<file path="src/rtl/d_ip_m_pcrm_pkg.sv">
// Shared types for the power-domain sequencer: state encodings, error codes
// and the state-to-control decode used to build the registered outputs.
package d_ip_m_pcrm_pkg;

    typedef enum logic [2:0] {
        S_OFF     = 3'd0,
        S_SW_ON   = 3'd1,
        S_RST_REL = 3'd2,
        S_CLK_ON  = 3'd3,
        S_ON      = 3'd4,
        S_CLK_OFF = 3'd5,
        S_ISO     = 3'd6,
        S_SW_OFF  = 3'd7
    } pcrm_seq_state_t;

    // An error code equals the encoding of the state in which the error occurred.
    localparam logic [2:0] ERR_NONE     = 3'd0;
    localparam logic [2:0] ERR_SW_ON    = 3'd1;
    localparam logic [2:0] ERR_CLK_ON   = 3'd3;
    localparam logic [2:0] ERR_PWR_LOSS = 3'd4;
    localparam logic [2:0] ERR_CLK_OFF  = 3'd5;
    localparam logic [2:0] ERR_ISO      = 3'd6;

    typedef struct packed {
        logic pwr_sw_en;
        logic sync_rst_b;
        logic clk_ack;
        logic pwr_gting_ack;
        logic on_ack;
    } pcrm_seq_out_t;

    function automatic pcrm_seq_out_t pcrm_seq_decode(input pcrm_seq_state_t st,
                                                      input logic in_err);
        pcrm_seq_out_t o;
        o.pwr_sw_en     = 1'b0;
        o.sync_rst_b    = 1'b0;
        o.clk_ack       = 1'b0;
        o.pwr_gting_ack = 1'b1;
        o.on_ack        = 1'b0;
        if (!in_err) begin
            case (st)
                S_OFF: ;
                S_SW_ON: begin
                    o.pwr_sw_en = 1'b1; o.pwr_gting_ack = 1'b0;
                end
                S_RST_REL: begin
                    o.pwr_sw_en = 1'b1; o.pwr_gting_ack = 1'b0; o.sync_rst_b = 1'b1;
                end
                S_CLK_ON: begin
                    o.pwr_sw_en = 1'b1; o.pwr_gting_ack = 1'b0; o.sync_rst_b = 1'b1;
                    o.clk_ack = 1'b1;
                end
                S_ON: begin
                    o.pwr_sw_en = 1'b1; o.pwr_gting_ack = 1'b0; o.sync_rst_b = 1'b1;
                    o.clk_ack = 1'b1; o.on_ack = 1'b1;
                end
                S_CLK_OFF: begin
                    o.pwr_sw_en = 1'b1; o.pwr_gting_ack = 1'b0; o.sync_rst_b = 1'b1;
                    o.on_ack = 1'b1;
                end
                S_ISO: begin
                    o.pwr_sw_en = 1'b1; o.pwr_gting_ack = 1'b0; o.on_ack = 1'b1;
                end
                S_SW_OFF: begin
                    o.on_ack = 1'b1;
                end
            endcase
        end
        return o;
    endfunction

endpackage

</file>
<file path="src/rtl/d_ip_m_pcrm_tmr.sv">
// Loadable down-counter shared by every timed sequencer state; done is high
// while enabled and the count has reached zero.
module d_ip_m_pcrm_tmr #(
    parameter int TMO_W = 16
) (
    input  logic             clk,
    input  logic             sync_rst,
    input  logic             load,
    input  logic             en,
    input  logic [TMO_W-1:0] load_val,
    output logic             done
);

    logic [TMO_W-1:0] cnt;

    always_ff @(posedge clk) begin
        if (sync_rst) begin
            cnt <= '0;
        end else if (load) begin
            cnt <= load_val;
        end else if (en && (cnt != '0)) begin
            cnt <= cnt - TMO_W'(1);
        end
    end

    assign done = en && (cnt == '0);

endmodule

</file>
<file path="src/rtl/d_ip_m_pcrm_seq.sv">
// Always-on power-domain sequencer: turns a 4-phase on/off request into the
// ordered switch / reset / clock / gating controls for d_ip_m_pcrm_ctrl.
module d_ip_m_pcrm_seq
    import d_ip_m_pcrm_pkg::*;
#(
    parameter int TMO_W      = 16,
    parameter int TMO_CYC    = 1000,
    parameter int PG_SETTLE  = 8,
    parameter int RST_HOLD   = 4,
    parameter int SW_OFF_DLY = 4
) (
    input  logic       clk,
    input  logic       sync_rst,
    input  logic       on_req,
    output logic       on_ack,
    input  logic       err_clr,
    output logic       err,
    output logic [2:0] err_code,
    input  logic       pwr_good,
    output logic       pwr_sw_en,
    output logic       sync_rst_b,
    output logic       clk_ack,
    output logic       pwr_gting_ack,
    input  logic       vdd_iso_en_b,
    input  logic       clk_gate_en_b,
    input  logic       func_rst_b,
    input  logic       clk_gting_ack
);

    // Timer loads N-1 so that done is sampled exactly N cycles after state entry.
    localparam logic [TMO_W-1:0] TMO_LD      = TMO_W'(TMO_CYC - 1);
    localparam logic [TMO_W-1:0] HOLD_LD     = TMO_W'(RST_HOLD - 1);
    localparam logic [TMO_W-1:0] SWOFF_LD    = TMO_W'(SW_OFF_DLY - 1);
    localparam logic [TMO_W-1:0] SETTLE_LAST = TMO_W'(PG_SETTLE - 1);

    pcrm_seq_state_t  state_q, state_nxt;
    logic             err_q, err_nxt;
    logic [2:0]       err_code_nxt;
    logic [TMO_W-1:0] settle_cnt;
    logic [TMO_W-1:0] tmr_val;
    logic             tmr_load, tmr_en, tmr_done;
    pcrm_seq_out_t    out_nxt;

    d_ip_m_pcrm_tmr #(.TMO_W(TMO_W)) u_tmr (
        .clk      (clk),
        .sync_rst (sync_rst),
        .load     (tmr_load),
        .en       (tmr_en),
        .load_val (tmr_val),
        .done     (tmr_done)
    );

    // Consecutive-high count of pwr_good, only meaningful while switching on.
    always_ff @(posedge clk) begin
        if (sync_rst || err_q || (state_q != S_SW_ON) || !pwr_good) begin
            settle_cnt <= '0;
        end else begin
            settle_cnt <= settle_cnt + TMO_W'(1);
        end
    end

    always_comb begin
        state_nxt    = state_q;
        err_nxt      = err_q;
        err_code_nxt = err_code;
        if (err_q) begin
            if (err_clr && !on_req) begin
                state_nxt    = S_OFF;
                err_nxt      = 1'b0;
                err_code_nxt = ERR_NONE;
            end
        end else begin
            case (state_q)
                S_OFF: if (on_req) state_nxt = S_SW_ON;
                S_SW_ON: begin
                    if (pwr_good && (settle_cnt == SETTLE_LAST)) begin
                        state_nxt = S_RST_REL;
                    end else if (tmr_done) begin
                        err_nxt = 1'b1; err_code_nxt = ERR_SW_ON;
                    end
                end
                S_RST_REL: if (tmr_done) state_nxt = S_CLK_ON;
                S_CLK_ON: begin
                    if (func_rst_b && vdd_iso_en_b) begin
                        state_nxt = S_ON;
                    end else if (tmr_done) begin
                        err_nxt = 1'b1; err_code_nxt = ERR_CLK_ON;
                    end
                end
                S_ON: begin
                    if (!pwr_good) begin
                        err_nxt = 1'b1; err_code_nxt = ERR_PWR_LOSS;
                    end else if (!on_req) begin
                        state_nxt = S_CLK_OFF;
                    end
                end
                S_CLK_OFF: begin
                    if (!clk_gate_en_b && clk_gting_ack) begin
                        state_nxt = S_ISO;
                    end else if (tmr_done) begin
                        err_nxt = 1'b1; err_code_nxt = ERR_CLK_OFF;
                    end
                end
                S_ISO: begin
                    if (!vdd_iso_en_b) begin
                        state_nxt = S_SW_OFF;
                    end else if (tmr_done) begin
                        err_nxt = 1'b1; err_code_nxt = ERR_ISO;
                    end
                end
                S_SW_OFF: if (tmr_done) state_nxt = S_OFF;
            endcase
        end
    end

    always_comb begin
        tmr_load = (state_nxt != state_q) || (err_nxt != err_q);
        tmr_en   = !err_q;
        tmr_val  = TMO_LD;
        if (state_nxt == S_RST_REL) begin
            tmr_val = HOLD_LD;
        end else if (state_nxt == S_SW_OFF) begin
            tmr_val = SWOFF_LD;
        end
    end

    assign out_nxt = pcrm_seq_decode(state_nxt, err_nxt);

    // Outputs are decoded from the next state so they switch on the same edge as the state.
    always_ff @(posedge clk) begin
        if (sync_rst) begin
            state_q       <= S_OFF;
            err_q         <= 1'b0;
            err_code      <= ERR_NONE;
            pwr_sw_en     <= 1'b0;
            sync_rst_b    <= 1'b0;
            clk_ack       <= 1'b0;
            pwr_gting_ack <= 1'b1;
            on_ack        <= 1'b0;
        end else begin
            state_q       <= state_nxt;
            err_q         <= err_nxt;
            err_code      <= err_code_nxt;
            pwr_sw_en     <= out_nxt.pwr_sw_en;
            sync_rst_b    <= out_nxt.sync_rst_b;
            clk_ack       <= out_nxt.clk_ack;
            pwr_gting_ack <= out_nxt.pwr_gting_ack;
            on_ack        <= out_nxt.on_ack;
        end
    end

    assign err = err_q;

    a_clk_ack_safe: assert property (@(posedge clk) disable iff (sync_rst)
        clk_ack |-> (sync_rst_b && pwr_sw_en));

endmodule
</file>
<file path="config.mk">
export PLATFORM = sky130hd
export DESIGN_NAME = d_ip_m_pcrm_seq
export DESIGN_NICKNAME = d
export VERILOG_FILES = /design/src/rtl/d_ip_m_pcrm_pkg.sv /design/src/rtl/d_ip_m_pcrm_tmr.sv /design/src/rtl/d_ip_m_pcrm_seq.sv
export SDC_FILE = /design/constraint.sdc
export NUM_CORES = 1
export LEC_CHECK = 0
export ABC_AREA = 1
export BUFFER_PORTS_ARGS = -buffer_cell sky130_fd_sc_hd__buf_2
export CAP_MARGIN = 20
export CELL_PAD_IN_SITES_DETAIL_PLACEMENT = 0
export CELL_PAD_IN_SITES_GLOBAL_PLACEMENT = 1
export CORE_MARGIN = 8
export CORE_UTILIZATION = 40
export CTS_CLUSTER_SIZE = 28
export DETAILED_ROUTE_END_ITERATION = 12
export PLACE_DENSITY = 0.73
export SYNTH_ARGS = -nofsm -noshare
export SYNTH_HDL_FRONTEND = slang
export SYNTH_SLANG_ARGS = --single-unit
export TNS_END_PERCENT = 10
</file>
<file path="constraint.sdc">
create_clock -name clk -period 3.45 [get_ports clk]
set_input_delay 0.69 -clock clk [delete_from_list [all_inputs] [get_ports clk]]
set_output_delay 0.69 -clock clk [all_outputs]
set_load 0.1 [all_outputs]
</file>
# Word-level counts from Yosys, hierarchy flattened
# Cells that the tools add are included.
[word_totals]
regBits = 44
input_bits = 9
output_inout_bits = 9
[op_classes]
n_addsub = 2
n_eq_ne = 28
n_mux = 42
n_reduce_logical = 25
[op_table]
columns = ["op", "count"]
rows = [
  ["$mux W3", 22],
  ["$mux W16", 2],
  ["$ne A3 B3 Y1 const B", 9],
  ["$eq A3 B3 Y1 const B", 8],
  ["$pmux W3 S8", 1],
  ["$mux W10", 2],
  ["$add A16 B1 Y16 const B", 1],
  ["$eq A16 B3 Y1 const B", 1],
  ["$logic_not A16 Y1", 1],
  ["$reduce_bool A16 Y1", 1],
  ["$sub A16 B1 Y16 const B", 1],
  ["$pmux W3 S5", 1],
  ["$mux W1", 13],
  ["$eq A3 B2 Y1 const B", 4],
  ["$reduce_and A11 Y1", 1],
  ["$reduce_or A4 Y1", 2],
  ["$eq A3 B1 Y1 const B", 2],
  ["$logic_and A1 B1 Y1", 6],
  ["$reduce_bool A6 Y1", 1],
  ["$reduce_or A6 Y1", 1],
  ["$pmux W1 S5", 1],
  ["$logic_not A1 Y1", 4],
  ["$logic_or A1 B1 Y1", 4],
  ["$reduce_or A2 Y1", 2],
  ["6 further kinds", 6],
]

# Depth between registers and ports, before layout
# Gate-level depths: netlist of the first run.
[depth]
word_depth = 9
mapped_depth = 18

# Modules after synthesis
# A second synthesis of the first run with hierarchy kept.
[hier_totals]
hier_cells = 437
area_unflattened_um2 = 2786.4
[modules_own_cells]
columns = ["mod", "instances", "cells_each", "area_per_inst_um2"]
rows = [
  ["d_ip_m_pcrm_seq", 1, 238, 1567.8],
  ["d_ip_m_pcrm_tmr", 1, 199, 1218.7],
]

# Worst setup path after synthesis of the first run
# OpenSTA, ideal clock, no wires.
[synth_path]
kind = "register to register"
from = "register err_q, in the netlist err"
to = "register u_tmr.cnt[2]"
setup_time_ps = 116
arrival_ps = 2306
required_time_ps = 3334
setup_slack_ps = 1028
path_stages_with_launch = 14
n_path_buf = 0
period_less_slack_ps = 2422
path_cell_list = "dfxtp_1 > inv_1 > nand3_2 > nand2_1 > nand2_1 > nand2_1 > nand3_1 > nand2_1 > nor2_8 > nand2_4 > nand2_2 > nand2_4 > nor2_2 > nor2_2"
[synth_via]
elab_chain_len = 9
elab_cells_between_ends = 23
cone_classes = "eq/ne: 4; mux: 14; reduce/logical: 5"
[synth_lines]
columns = ["item", "line_no", "rtl"]
rows = [
  ["start, declared", "d_ip_m_pcrm_seq.sv:37", "logic err_q, err_nxt;"],
  ["start signal, assigned", "d_ip_m_pcrm_seq.sv:142", "err_q <= err_nxt;"],
  ["$logic_not A1 Y1", "d_ip_m_pcrm_seq.sv:118", "tmr_en = !err_q;"],
  ["$logic_and A1 B1 Y1", "d_ip_m_pcrm_tmr.sv:26", "assign done = en && (cnt == '0);"],
  ["$mux W3 (tied with other cells)", "d_ip_m_pcrm_seq.sv:111", "S_SW_OFF: if (tmr_done) state_nxt = S_OFF;"],
  ["$pmux W3 S8 (tied with other cells)", "d_ip_m_pcrm_seq.sv:73", "case (state_q)"],
  ["$mux W3 / $pmux W1 S5 (equally long branches)", "d_ip_m_pcrm_seq.sv:66, d_ip_m_pcrm_seq.sv:73", ""],
  ["$eq A3 B3 Y1 / $mux W1 (equally long branches)", "d_ip_m_pcrm_seq.sv:122, d_ip_m_pcrm_seq.sv:66", ""],
  ["$mux W10 / $ne A1 B1 Y1 (equally long branches)", "d_ip_m_pcrm_seq.sv:122, d_ip_m_pcrm_seq.sv:117", ""],
  ["$mux W10 / $logic_or A1 B1 Y1 (equally long branches)", "d_ip_m_pcrm_seq.sv:120, d_ip_m_pcrm_seq.sv:117", ""],
  ["$mux W16 / $reduce_bool A2 Y1 (equally long branches)", "--", ""],
  ["end signal, assigned", "d_ip_m_pcrm_tmr.sv:20", "cnt <= load_val;"],
  ["end signal, assigned", "d_ip_m_pcrm_tmr.sv:22", "cnt <= cnt - TMO_W'(1);"],
  ["end, declared", "d_ip_m_pcrm_tmr.sv:14", "logic [TMO_W-1:0] cnt;"],
]
# Parallel ways exist; a longest one is shown, timed or not.
# A chain may end at the register's enable or synchronous reset.

# Worst setup path in the final report of the first run
[layout_path]
from = "register state_q[2]"
to = "register u_tmr.cnt[9]"
[layout_via]
elab_chain_len = 8
elab_cells_between_ends = 31
cone_classes = "eq/ne: 11; mux: 17; reduce/logical: 3"
[layout_lines]
columns = ["item", "line_no", "rtl"]
rows = [
  ["start, declared", "d_ip_m_pcrm_seq.sv:36", "pcrm_seq_state_t state_q, state_nxt;"],
  ["start signal, assigned", "d_ip_m_pcrm_seq.sv:141", "state_q <= state_nxt;"],
  ["$mux W3", "d_ip_m_pcrm_seq.sv:93", "end else if (!on_req) begin"],
  ["$mux W3", "d_ip_m_pcrm_seq.sv:91", "if (!pwr_good) begin"],
  ["$pmux W3 S8", "d_ip_m_pcrm_seq.sv:73", ""],
  ["$mux W3", "d_ip_m_pcrm_seq.sv:66", "if (err_q) begin"],
  ["$eq A3 B3 Y1", "d_ip_m_pcrm_seq.sv:122", "end else if (state_nxt == S_SW_OFF) begin"],
  ["$mux W10", "d_ip_m_pcrm_seq.sv:122", ""],
  ["$mux W10", "d_ip_m_pcrm_seq.sv:120", "if (state_nxt == S_RST_REL) begin"],
  ["$mux W16", "d_ip_m_pcrm_tmr.sv:19", "end else if (load) begin"],
]
# Parallel ways exist; a longest one is shown, timed or not.

==> flow_summary_export.csv, run 1 <==
group,metric,value,unit
critical_path,r2r_setup_slack,1.13,ns
die,fp.dieArea,9500,sq um
global_route,first_global_vias,2128,
final_layout,antenna_cells,0,
critical_path,worstPathBufferInverterCount,1,
sta,timing.final.crit_period,2.32,ns
placement,port_buffers,17,
die,die_w,97.5,microns
run_status,status,"finished, final reports clean",
critical_path,critical_path_required,3.65,ns
critical_path,crit_slowest_cell,"sky130_fd_sc_hd__dfxtp_1",
hold_path,min_path_type,"flop to flop",
synth,largest_cells_by_area_after_synthesis,"sky130_fd_sc_hd__dfxtp_1 33%, sky130_fd_sc_hd__nand2_1 9.1%, sky130_fd_sc_hd__nor2_1 7.6%, sky130_fd_sc_hd__inv_1 5.9%, sky130_fd_sc_hd__nand4_1 4.7%",
die,floorplan.core_area,6390,sq um
clock_network,clkSlewWorstSetupHoldPaths,0.09,ns
critical_path,worstSetupEndpointType,"flop",
power,p_int,902,uW
sta,max_clock_freq,431,MHz
final_layout,reg_area,881,sq um
sta,worst_skew,0.00468,ns
detailed_routing,drt_pass1_iterations,4,
power,power.net_switching,482,uW
clock_network,cts_root_buf,"sky130_fd_sc_hd__clkbuf_8",
sta,final-hold-violation-count,0,
critical_path,worst_setup_start_kind,"flop",
synth,synth_xor_area_share,4.62,%
synth,share_of_synthesized_cell_area_in_and_or_nand_and_nor_gates,42.3,%
detailed_routing,postRouteAntennaNets,0,
final_layout,final_nets,407,
synth,synth.mux.area_fraction,0,%
synth,dominant_combinational_cell_family_by_area_after_synthesis,"simple AND/OR/NAND/NOR gates",
detailed_routing,routedWlPerCell,12.3,microns
synth,synth_area,2650,sq um
global_route,pin_count_of_the_biggest_net_entering_global_routing,21,
final_layout,post-route-util,45.6,%
sta,final_min_period_over_clock_period,67.3,%
synth,synth-seq-area-share,33.2,%
detailed_routing,postRouteWirelength,5830,microns
job,max-cap-violations,0,
synth,synth-compound-area-share,9.62,%
clock_network,number_of_buffers_inserted_during_clock_tree_synthesis,5,
detailed_routing,vias_per_cell,4.93,
power,seqPwrFrac,41.8,%
synth,synth_enable_flop_cells,0,
sta,fin_tns_setup,0,ns
synth,synthesis.instances,378,
final_layout,final_layout_size_suffix_gt1_share,19.4,%
critical_path,cpLargestDelayFamily,"simple AND/OR/NAND/NOR gates",
synth,synthArstFlopShare,0,%
power,clock_power_share,30.8,%
detailed_routing,post_detailed_route_drc_marker_count,0,
clock_network,post_cts.repair.setup_buffers,0,
clock_network,cts.htree.levels,2,
synth,netlist-cell-type-count,34,
synth,synth_warnings,0,
critical_path,crit_path_cell_trace,"inv_6 -> nor2_2 -> nand2_1 -> nand2_1 -> nor2_1 -> nand3_1 -> nand2_1 -> nand3_2 -> nand2_2 -> nor2_8 -> nand2_4 -> nand2_2 -> nand2_4 -> nor2_2 -> nor2_2",
critical_path,critPathArrivalTime,2.52,ns
critical_path,biggest_fanout_along_the_worst_timing_path,17,
die,die_y,97.5,microns
critical_path,reg2regPathDepth,15,
global_route,antenna_violations_before_repair,0,
global_route,global_route.overflow_total,0,
placement,gpl.final_weighted_congestion,0.818,
final_layout,multi_input_area,1540,sq um
clock_network,insertion_delay,0.30,ns
global_route,grt_pass1_wl,9970,microns
sta,hold_ws,0.458,ns
hold_path,hold-path-cell-count,1,
clock_network,cts_hold_buffers,0,
hold_path,hold-path-endpoint,"settle_cnt[0]",
power,power_density,475,nW/um^2
synth,synth.top_cell.area_share,33.2,%
synth,ys_dominant_reg_cell,"sky130_fd_sc_hd__dfxtp_1",
placement,dp_hpwl,4440,microns
die,ios,18,
detailed_routing,routed-via-count,2333,
critical_path,setup.worst_path.class,"flop to flop",
clock_network,post_cts_resized,0,
critical_path,r2r-start,"state_q[2]",
synth,syn_avg_cell_area,7.02,sq um
die,floorplan.initialDensity,41.6,%
clock_network,cts_tree,"yes",
die,floorplan.rows,29,
sta,finalMaxSlewViolations,0,
global_route,grtUsageTotal,12.4,%
final_layout,fill_cells,697,
clock_network,ctsLongestPathBuffers,2,
power,irDropWorstVdd,260,uV
power,switching_share_of_power,34.8,%
synth,syn-num-nets,390,
clock_network,numClockSinks,44,
critical_path,r2r_end,"u_tmr.cnt[9]",
synth,ys_seq_elements,44,
power,leakagePower,1.27,nW
final_layout,area_growth,9.67,%
sta,slew_headroom,57.6,%
synth,synth-adder-area-share,1.41,%
detailed_routing,first_iter_violations,105,
power,power.share.combinational,27.4,%
sta,rsz0062_at_grt,"no",
hold_path,min-delay-start,"settle_cnt[0]",
synth,post-synth-top-area-cell,"sky130_fd_sc_hd__dfxtp_1",
sta,tightest_slew,0.632,ns
critical_path,worst_path_largest_cell_delay,0.66,ns
sta,number_of_failing_setup_endpoints_in_the_final_timing_report,0,
==> synth_stat cells (3+ instances only) <==
cell,n
sky130_fd_sc_hd__nor2_1,54
sky130_fd_sc_hd__nand3_1,24
sky130_fd_sc_hd__nand2_4,3
sky130_fd_sc_hd__nor3_1,6
sky130_fd_sc_hd__nand3_2,3
sky130_fd_sc_hd__a21oi_1,21
sky130_fd_sc_hd__ha_1,3
sky130_fd_sc_hd__o21bai_1,6
sky130_fd_sc_hd__clkbuf_1,3
sky130_fd_sc_hd__nor2_2,17
sky130_fd_sc_hd__xnor2_1,3
sky130_fd_sc_hd__inv_2,3
sky130_fd_sc_hd__o21ai_0,14
sky130_fd_sc_hd__nand2_1,64
sky130_fd_sc_hd__inv_1,42
sky130_fd_sc_hd__nand4_1,20
sky130_fd_sc_hd__nor2_4,5
sky130_fd_sc_hd__dfxtp_1,44
sky130_fd_sc_hd__nand2_2,14
sky130_fd_sc_hd__xor2_1,11
==> state kept, by name, indices dropped and copies added, names as in the netlist, 3 cells and up <==
signal and cells:
settle_cnt 16, state_q 3, u_tmr.cnt 16, err_code 3
==> power groups by stage <==
stage	clock network (mW)	logic [mW]	registers, mW
floorplan	0	0.281	0.628
global route	0.464	0.425	0.583
finish	0.426	0.379	0.579
CTS	0.444	0.382	0.579
global placement	0	0.381	0.590
detailed placement	0	0.380	0.590
==> kinds of logic (layout without fill, tap and decap cells) <==
group | after synthesis | after routing
XOR/XNOR | 14 | 14
adder cells (fa/ha/maj) | 3 | 3
flip-flops | 44 | 44
AND/OR/NAND/NOR | 218 | 218
AO/OA/AOI/OAI | 44 | 44
buffers and inverters | 55 | 73
==> placed cells by master (no fill, tap or decap), types with 2 or more instances in the layout <==
master                     instances
sky130_fd_sc_hd__nand3_2           3
sky130_fd_sc_hd__a21oi_1          21
sky130_fd_sc_hd__nand2_2          14
sky130_fd_sc_hd__nor2_4            5
sky130_fd_sc_hd__nand2_1          64
sky130_fd_sc_hd__nand3_1          24
sky130_fd_sc_hd__o21bai_1          6
sky130_fd_sc_hd__nor2_8            2
sky130_fd_sc_hd__nor2_2           17
sky130_fd_sc_hd__inv_1            42
sky130_fd_sc_hd__o21ai_0          14
sky130_fd_sc_hd__nand4_1          20
sky130_fd_sc_hd__xnor2_1           3
sky130_fd_sc_hd__dfxtp_1          44
sky130_fd_sc_hd__ha_1              3
sky130_fd_sc_hd__clkbuf_8          6
sky130_fd_sc_hd__and3_1            2
sky130_fd_sc_hd__nand2_4           3
sky130_fd_sc_hd__xor2_1           11
sky130_fd_sc_hd__nor2_1           54
sky130_fd_sc_hd__nor3_1            6
sky130_fd_sc_hd__buf_2            17
sky130_fd_sc_hd__inv_2             3
==> layer usage <==
layer,wire [microns],vias up,track usage [%]
met5,0,-,0
met1,2980,1022,16.4
met2,2480,47,19.1
met3,310,4,3.13
li1,-,1260,-
met4,59,0,3.85
==> cell type report <==
| cell class | instances | area share [%] |
|---|---|---|
| clock buffers | 6 | 2.84 |
| clock inverters | 2 | 1.33 |
| inverters | 47 | 6.23 |
| multi-input cells | 279 | 52.8 |
| flip-flops and latches | 44 | 30.3 |
| well taps | 77 | 3.31 |
| repair buffers | 18 | 3.18 |
==> worst max path at each step <==
| stage | start | depth (start not counted) | endpoint |
|---|---|---|---|
| after CTS | state_q[2] | 15 | u_tmr.cnt[9] |
| after floorplan | err | 13 | u_tmr.cnt[2] |
| after detailed placement | pwr_good | 14 | u_tmr.cnt[7] |
| final | state_q[2] | 15 | u_tmr.cnt[9] |
| after global placement | pwr_good | 14 | u_tmr.cnt[9] |
| after global routing | settle_cnt[0] | 16 | u_tmr.cnt[7] |
==> metrics by stage <==
step / instance area (sq um) / setup slack [ns] / std cells / total power, mW
CTS: 2910 / 1.14 / 473 / 1.40
detailed placement: 2790 / 1.09 / 465 / 0.970
global placement: 2790 / 1.13 / 465 / 0.971
global route: 2910 / 0.896 / 473 / 1.47
floorplan: 2650 / 1.03 / 378 / 0.909
finish: 2910 / 1.13 / 473 / 1.38
Power figures use the tool's default switching activity.
==> inputs of run 2 (changes only) <==
--- a/config.mk
+++ b/config.mk
@@ -11,10 +11,10 @@
 export CELL_PAD_IN_SITES_DETAIL_PLACEMENT = 0
 export CELL_PAD_IN_SITES_GLOBAL_PLACEMENT = 1
 export CORE_MARGIN = 8
-export CORE_UTILIZATION = 40
+export CORE_UTILIZATION = 39
 export CTS_CLUSTER_SIZE = 28
 export DETAILED_ROUTE_END_ITERATION = 12
-export PLACE_DENSITY = 0.73
+export PLACE_DENSITY = 0.75
 export SYNTH_ARGS = -nofsm -noshare
 export SYNTH_HDL_FRONTEND = slang
 export SYNTH_SLANG_ARGS = --single-unit
==> constraint.sdc (replaced) <==
create_clock -name clk -period 1.9 [get_ports clk]
set_input_delay 0.38 -clock clk [delete_from_list [all_inputs] [get_ports clk]]
set_output_delay 0.38 -clock clk [all_outputs]
set_load 0.1 [all_outputs]
==> run 2 against run 1 <==
Against the previous run: routed wire length is 14% higher; first-iteration DRC count is 1.9% higher; the flow now finishes with violations (negative setup slack); critical endpoint unchanged; non-clock buffer count is 58 higher; via count is 12% higher; fmax is 15% higher; sequential share of layout area is 4.5 points lower.
==> flow_summary_export.csv, run 2 (synthesis results as in run 1) <==
group,metric,value,unit
run_status,status,"finished, violations left",
run_status,violations,"negative setup slack",
critical_path,reg2regPathDepth,16,
detailed_routing,postRouteAntennaNets,0,
die,ios,18,
power,leakagePower,1.56,nW
sta,finalWorstSetupSlack,-0.114,ns
global_route,grt_util_met2,24.3,%
global_route,antenna_violations_before_repair,0,
detailed_routing,drt_pass1_iterations,4,
sta,finalMaxSlewViolations,0,
critical_path,setup.worst_path.class,"flop to flop",
critical_path,endpoint,"u_tmr.cnt[9]",
power,power.share.combinational,35.5,%
detailed_routing,post_detailed_route_drc_marker_count,0,
sta,tightest_slew,0.499,ns
global_route,pin_count_of_the_biggest_net_entering_global_routing,21,
critical_path,worst_setup_start_kind,"flop",
clock_network,number_of_buffers_inserted_during_clock_tree_synthesis,5,
global_route,first_global_vias,2613,
sta,max_clock_freq,497,MHz
clock_network,ctsLongestPathBuffers,2,
critical_path,r2r_setup_slack,-0.11,ns
global_route,groute.layer.met1.usage,17.4,%
die,floorplan.rows,30,
clock_network,clkSlewWorstSetupHoldPaths,0.09,ns
clock_network,insertion_delay,0.30,ns
sta,rsz0062_at_grt,"yes",
critical_path,worst_path_largest_cell_delay,0.36,ns
sta,slew_headroom,67.0,%
critical_path,worstSetupStartpoint,"settle_cnt[0]",
clock_network,cts_tree,"yes",
clock_network,cts_hold_buffers,0,
sta,hold_ws,0.405,ns
die,floorplan.core_area,6680,sq um
die,die_y,98.5,microns
final_layout,fill_cells,698,
final_layout,layout.cells.non_filler,534,
detailed_routing,postRouteWirelength,6630,microns
hold_path,min_path_type,"primary input to flop",
critical_path,critical_path_required,2.10,ns
power,power_density,780,nW/um^2
critical_path,r2r_end,"u_tmr.cnt[9]",
critical_path,worstSetupEndpointType,"flop",
final_layout,final_common_cell,"sky130_fd_sc_hd__nand2_1",
final_layout,final_cell_mix,"61 x sky130_fd_sc_hd__nand2_1, 56 x sky130_fd_sc_hd__buf_4, 49 x sky130_fd_sc_hd__nor2_1",
sta,timing.final.crit_period,2.01,ns
clock_network,numClockSinks,44,
hold_path,hold-path-cell-count,4,
critical_path,r2r-start,"settle_cnt[0]",
power,switching_share_of_power,34.6,%
final_layout,largestRegisters,"settle_cnt: 16 flops, u_tmr.cnt: 16 flops",
sta,worst_skew,0.0116,ns
clock_network,cts.htree.levels,2,
critical_path,crit_path_cell_trace,"ha_4 -> nand2_2 -> inv_2 -> nand2_1 -> nor2_2 -> nand2_1 -> nand2_1 -> nand2_2 -> o21bai_4 -> nor2_4 -> nor2_8 -> nand2_8 -> nand2_4 -> nand2_8 -> nor2_2 -> nor2_2",
detailed_routing,routedWlPerCell,12.4,microns
global_route,grtUsageTotal,14.3,%
final_layout,area_growth,30.7,%
critical_path,crit_slowest_cell,"sky130_fd_sc_hd__dfxtp_2",
power,seqPwrFrac,37.9,%
placement,port_buffers,17,
global_route,met3_usage,2.89,%
power,clock_power_share,26.6,%
placement,dp_hpwl,5070,microns
critical_path,biggest_fanout_along_the_worst_timing_path,7,
die,fp.dieArea,9700,sq um
job,max-cap-violations,0,
power,power.net_switching,938,uW
global_route,grt_pass1_wl,11600,microns
detailed_routing,vias_per_cell,4.87,
final_layout,final_layout_size_suffix_gt1_share,35.2,%
detailed_routing,first_iter_violations,107,
clock_network,cts_root_buf,"sky130_fd_sc_hd__clkbuf_8",
sta,number_of_failing_setup_endpoints_in_the_final_timing_report,16,
critical_path,critPathArrivalTime,2.21,ns
placement,placed_cells_incl_taps,525,
global_route,top_usage_layer,"met2",
power,p_int,1.77,mW
placement,gpl.final_weighted_congestion,0.869,
power,irDropWorstVdd,276,uV
sta,final_min_period_over_clock_period,106,%
global_route,global_route.overflow_total,0,
die,die_w,98.5,microns
final_layout,final_nets,465,
detailed_routing,routed-via-count,2603,
sta,final-hold-violation-count,0,
die,floorplan.initialDensity,39.7,%
final_layout,antenna_cells,0,
-- run 2: cell types whose count changed in the layout (fill, tap and decap cells not counted), moves of 3 or more --
cell | previous run | this run
sky130_fd_sc_hd__inv_2 | 3 | 8
sky130_fd_sc_hd__nor2_2 | 17 | 20
sky130_fd_sc_hd__nor2_1 | 54 | 49
sky130_fd_sc_hd__dfxtp_2 | 0 | 7
sky130_fd_sc_hd__inv_1 | 42 | 37
sky130_fd_sc_hd__dfxtp_1 | 44 | 36
sky130_fd_sc_hd__nand2_1 | 64 | 61
sky130_fd_sc_hd__buf_4 | 1 | 56
-- run 2: area by class of cell --
type,count,area (sq um),share of cell area [%]
well taps,80,100,2.88
flip-flops and latches,44,893,25.7
multi-input cells,279,1630,47.0
clock buffers,6,72.6,2.09
repair buffers,76,557,16.0
clock inverters,2,35.0,1.01
inverters,47,181,5.23
-- run 2: power by group through the flow --
stage	clock network (mW)	logic [mW]	registers [mW]
6_report	0.719	0.960	1.03
5_1_grt	0.782	1.06	1.03
4_1_cts	0.743	0.930	1.03
3_5_place_dp	0	0.901	1.04
3_3_place_gp	0	0.892	1.04
2_1_floorplan	0	0.510	1.14
-- run 2: critical path, delay by kind of cell, from the launching register on --
family                   cells  cell delay, ns
buffers and inverters        1            0.06
adder cells (fa/ha/maj)      1            0.15
flip-flops                   1            0.36
AO/OA/AOI/OAI                1            0.22
AND/OR/NAND/NOR             13            1.12
-- run 2: worst min-delay path by stage --
stage / from / end / slack (ns)
finish: sync_rst / u_tmr.cnt[0] / 0.40
CTS: sync_rst / u_tmr.cnt[0] / 0.41
global route: sync_rst / u_tmr.cnt[0] / 0.44
global placement: err_code[2] / err_code[2] / 0.45
detailed placement: err_code[2] / err_code[2] / 0.46
floorplan: settle_cnt[0] / settle_cnt[0] / 0.42
-- run 2: per-layer routing --
layer | wire length (microns) | share of wire [%] | up-vias
met2 | 3140 | 47 | 24
met3 | 210 | 3.2 | 9
met1 | 3170 | 48 | 1202
li1 | - | - | 1368
met5 | 0 | 0 | -
met4 | 103 | 1.6 | 0
-- run 2: timing repair --
item / 4_1_cts / 5_1_grt
resized for setup: 14 / 19
setup endpoints to repair: 22 / 29
buffers inserted: 1 / 0
hold endpoints to repair: 0 / 0
pin swaps: 3 / 8
-- run 2: metrics by stage --
step	setup WS (ns)	cell area (sq um)	total power [mW]	utilization (%)	setup TNS, ns
2_1_floorplan	0.0000824	2660	1.65	-	0
3_3_place_gp	-0.119	3250	1.93	48.6	-1.62
3_5_place_dp	-0.192	3250	1.94	48.6	-2.31
4_1_cts	-0.141	3400	2.70	51.0	-1.57
5_1_grt	-0.307	3470	2.87	51.9	-5.31
6_report	-0.114	3470	2.71	51.9	-1.01
==> inputs of run 3 (changes only) <==
--- a/config.mk
+++ b/config.mk
@@ -5,16 +5,15 @@
 export SDC_FILE = /design/constraint.sdc
 export NUM_CORES = 1
 export LEC_CHECK = 0
-export ABC_AREA = 1
 export BUFFER_PORTS_ARGS = -buffer_cell sky130_fd_sc_hd__buf_2
 export CAP_MARGIN = 20
 export CELL_PAD_IN_SITES_DETAIL_PLACEMENT = 0
 export CELL_PAD_IN_SITES_GLOBAL_PLACEMENT = 1
 export CORE_MARGIN = 8
-export CORE_UTILIZATION = 39
+export CORE_UTILIZATION = 40
 export CTS_CLUSTER_SIZE = 28
 export DETAILED_ROUTE_END_ITERATION = 12
-export PLACE_DENSITY = 0.75
+export PLACE_DENSITY = 0.74
 export SYNTH_ARGS = -nofsm -noshare
 export SYNTH_HDL_FRONTEND = slang
 export SYNTH_SLANG_ARGS = --single-unit
==> run 3 against run 2 <==
Against the previous run: the run still ends with negative setup slack left; total power fell by 12%; fmax decreased by 13%; flip-flop and latch count stayed put; utilization up 6.8 points; first-iteration DRC count down 31%; hold slack better by 0.045 ns; register-to-register slack worse by 0.31 ns; critical path type unchanged.
==> flow_summary_export.csv, run 3 <==
group,metric,value,unit
final_layout,layout.cells.non_filler,454,
power,irDropWorstVdd,430,uV
sta,slew_headroom,67.5,%
final_layout,fill_cells,552,
sta,worst_skew,0.00489,ns
critical_path,critPathArrivalTime,2.56,ns
placement,dp_hpwl,4820,microns
critical_path,r2r-start,"u_tmr.cnt[10]",
detailed_routing,vias_per_cell,5.01,
final_layout,final_cell_mix,"78 x sky130_fd_sc_hd__buf_4, 39 x sky130_fd_sc_hd__nor2_1, 30 x sky130_fd_sc_hd__dfxtp_1",
global_route,global_route.overflow_total,0,
placement,gpl.final_weighted_congestion,0.841,
synth,synth_area,2360,sq um
sta,timing.final.crit_period,2.32,ns
critical_path,total_stage_count_of_the_critical_path,8,
placement,port_buffers,17,
power,power_density,694,nW/um^2
final_layout,final_nets,390,
critical_path,worstPathBufferInverterCount,1,
final_layout,multi_input_area,1570,sq um
clock_network,number_of_buffers_inserted_during_clock_tree_synthesis,5,
sta,fin_tns_setup,-7.27,ns
global_route,grtUsageTotal,14.8,%
critical_path,setup.worst_path.class,"flop to flop",
critical_path,critical_path_required,2.14,ns
synth,synthesis.instances,282,
synth,syn-num-nets,294,
critical_path,worstSetupStartpoint,"u_tmr.cnt[10]",
sta,final_min_period_over_clock_period,122,%
clock_network,cts_tree,"yes",
sta,final-hold-violation-count,0,
sta,number_of_failing_setup_endpoints_in_the_final_timing_report,23,
global_route,first_global_vias,2194,
critical_path,crit_path_cell_trace,"nor4_4 -> nand3b_1 -> or2_4 -> a211oi_4 -> a22oi_2 -> buf_6 -> or4b_1 -> a21oi_1",
detailed_routing,post_detailed_route_drc_marker_count,0,
synth,ys_dominant_reg_cell,"sky130_fd_sc_hd__dfxtp_1",
final_layout,largestRegisters,"settle_cnt: 16 flops, u_tmr.cnt: 16 flops",
critical_path,endpoint,"err_code[1]",
die,floorplan.core_area,5820,sq um
sta,rsz0062_at_grt,"yes",
job,max-cap-violations,0,
detailed_routing,first_iter_violations,74,
detailed_routing,routed-via-count,2274,
sta,finalMaxSlewViolations,0,
critical_path,r2r_setup_slack,-0.42,ns
die,die_y,92.8,microns
detailed_routing,postRouteAntennaNets,0,
critical_path,biggest_fanout_along_the_worst_timing_path,5,
sta,tightest_slew,0.490,ns
synth,library_cell_with_the_highest_instance_count_after_synthesis,"sky130_fd_sc_hd__dfxtp_1",
hold_path,min_path_type,"primary input to flop",
synth,post-synth-top-area-cell,"sky130_fd_sc_hd__dfxtp_1",
sta,finalWorstSetupSlack,-0.420,ns
die,ios,18,
run_status,violations,"negative setup slack",
synth,netlist-cell-type-count,53,
critical_path,worst_setup_start_kind,"flop",
clock_network,clkSlewWorstSetupHoldPaths,0.09,ns
run_status,status,"finished, violations left",
synth,synth_warnings,0,
detailed_routing,postRouteWirelength,6320,microns
die,die_w,92.8,microns
synth,ys_seq_elements,44,
die,floorplan.initialDensity,40.6,%
global_route,grt_pass1_wl,10400,microns
final_layout,area_growth,44.9,%
synth,synth_enable_flop_cells,0,
final_layout,final_common_cell,"sky130_fd_sc_hd__buf_4",
clock_network,cts_hold_buffers,0,
die,floorplan.rows,28,
synth,largest_cells_by_area_after_synthesis,"sky130_fd_sc_hd__dfxtp_1 37%, sky130_fd_sc_hd__xnor2_1 6.7%, sky130_fd_sc_hd__nor2_1 6.4%, sky130_fd_sc_hd__xor2_1 4.1%, sky130_fd_sc_hd__a21oi_1 3.8%",
critical_path,cpLargestDelayFamily,"simple AND/OR/NAND/NOR gates",
clock_network,cts_root_buf,"sky130_fd_sc_hd__clkbuf_8",
synth,synth.top_cell.area_share,37.3,%
clock_network,numClockSinks,44,
synth,synthArstFlopShare,0,%
critical_path,worst_path_largest_cell_delay,0.50,ns
final_layout,final_layout_size_suffix_gt1_share,43.8,%
placement,placed_cells_incl_taps,445,
synth,syn_avg_cell_area,8.36,sq um
clock_network,cts.htree.levels,2,
die,fp.dieArea,8610,sq um
critical_path,worstSetupEndpointType,"flop",
critical_path,reg2regPathDepth,8,
clock_network,insertion_delay,0.30,ns
detailed_routing,drt_pass1_iterations,4,
global_route,antenna_violations_before_repair,0,
power,leakagePower,1.35,nW
synth,synth_common_cells,"44 x sky130_fd_sc_hd__dfxtp_1, 40 x sky130_fd_sc_hd__nor2_1, 22 x sky130_fd_sc_hd__nand2_1, 18 x sky130_fd_sc_hd__a21oi_1, 18 x sky130_fd_sc_hd__xnor2_1",
critical_path,r2r_end,"err_code[1]",
clock_network,ctsLongestPathBuffers,2,
critical_path,crit_slowest_cell,"sky130_fd_sc_hd__or4b_1",
power,post-layout-total-power,2.37,mW
detailed_routing,routedWlPerCell,13.9,microns
sta,max_clock_freq,431,MHz
global_route,pin_count_of_the_biggest_net_entering_global_routing,17,
final_layout,reg_area,901,sq um
final_layout,antenna_cells,0,
synth,synth-seq-area-share,37.3,%
[run 3: cell count changes after synthesis, sizes merged, moves of 6 or more]
cell / before / now
and2: 0 / 7
inv: 46 / 10
nand2: 81 / 23
nand3: 28 / 13
nand4: 20 / 4
nor2: 78 / 40
nor4: 1 / 7
o21bai: 7 / 0
xnor2: 3 / 18
[run 3: through the flow]
step,worst slack (ns),hold slack (ns),instance area (sq um),util (%)
2_1_floorplan,-0.368,0.407,2400,-
6_report,-0.420,0.450,3420,58.8
3_5_place_dp,-0.554,0.445,3170,54.5
4_1_cts,-0.443,0.436,3330,57.3
5_1_grt,-0.565,0.452,3420,58.8
3_3_place_gp,-0.513,0.440,3170,54.5
[run 3: tightest hold or removal path, cell delays in order]
cell                      delay (ns)
sky130_fd_sc_hd__buf_2          0.11
sky130_fd_sc_hd__buf_4          0.17
sky130_fd_sc_hd__a21oi_2        0.04
[run 3: routing by layer]
| layer | routed length (microns) | track usage [%] | part of all wire (%) |
|---|---|---|---|
| met4 | 41 | 4.97 | 0.65 |
| met1 | 2900 | 19.0 | 46 |
| met5 | 0 | 0 | 0 |
| met2 | 3040 | 24.1 | 48 |
| met3 | 339 | 3.16 | 5.4 |
[run 3: layout make-up]
class | count | area share, %
multi-input combinational | 218 | 45.9
sequential | 44 | 26.4
timing repair buffer | 99 | 21.2
tap | 75 | 2.75
clock buffer | 5 | 2.01
inverter | 10 | 1.10
clock inverter | 3 | 0.695
[run 3: worst min-delay path by stage]
stage / start / slack, ns / cells past startpoint / to
3_3_place_gp: err_code[1] / 0.44 / 2 / err_code[1]
2_1_floorplan: settle_cnt[0] / 0.41 / 1 / settle_cnt[0]
6_report: sync_rst / 0.45 / 3 / err_code[2]
4_1_cts: sync_rst / 0.44 / 3 / state_q[0]
3_5_place_dp: err_code[2] / 0.44 / 2 / err_code[2]
5_1_grt: sync_rst / 0.45 / 3 / err_code[2]
[run 3: cells by family (layout without fill, tap and decap cells)]
| family | count (synthesis) | after routing | share of synthesized area, % |
|---|---|---|---|
| AOI/OAI and AO/OA | 52 | 52 | 15.4 |
| xor gates and xnor gates | 29 | 29 | 10.8 |
| adders and majority gates | 3 | 3 | 1.59 |
| buffers and inverters | 20 | 117 | 3.55 |
| DFF | 44 | 44 | 37.3 |
| muxes | 2 | 2 | 0.849 |
| and+or+nand+nor | 132 | 132 | 30.5 |
[run 3: what timing repair did]
item / CTS / global route
resized for setup: 22 / 20
endpoints found under the setup margin: 28 / 43
buffers inserted: 2 / 0
endpoints found under the hold margin: 0 / 0
pin swaps: 15 / 7
[run 3: report_power, final]
group / total (mW) / leakage, nW / switching, mW / internal, mW
registers: 1.03 / 0.364 / 0.0548 / 0.980
logic: 0.725 / 0.950 / 0.358 / 0.367
clock network: 0.612 / 0.0404 / 0.351 / 0.261
total: 2.37 / 1.35 / 0.764 / 1.61
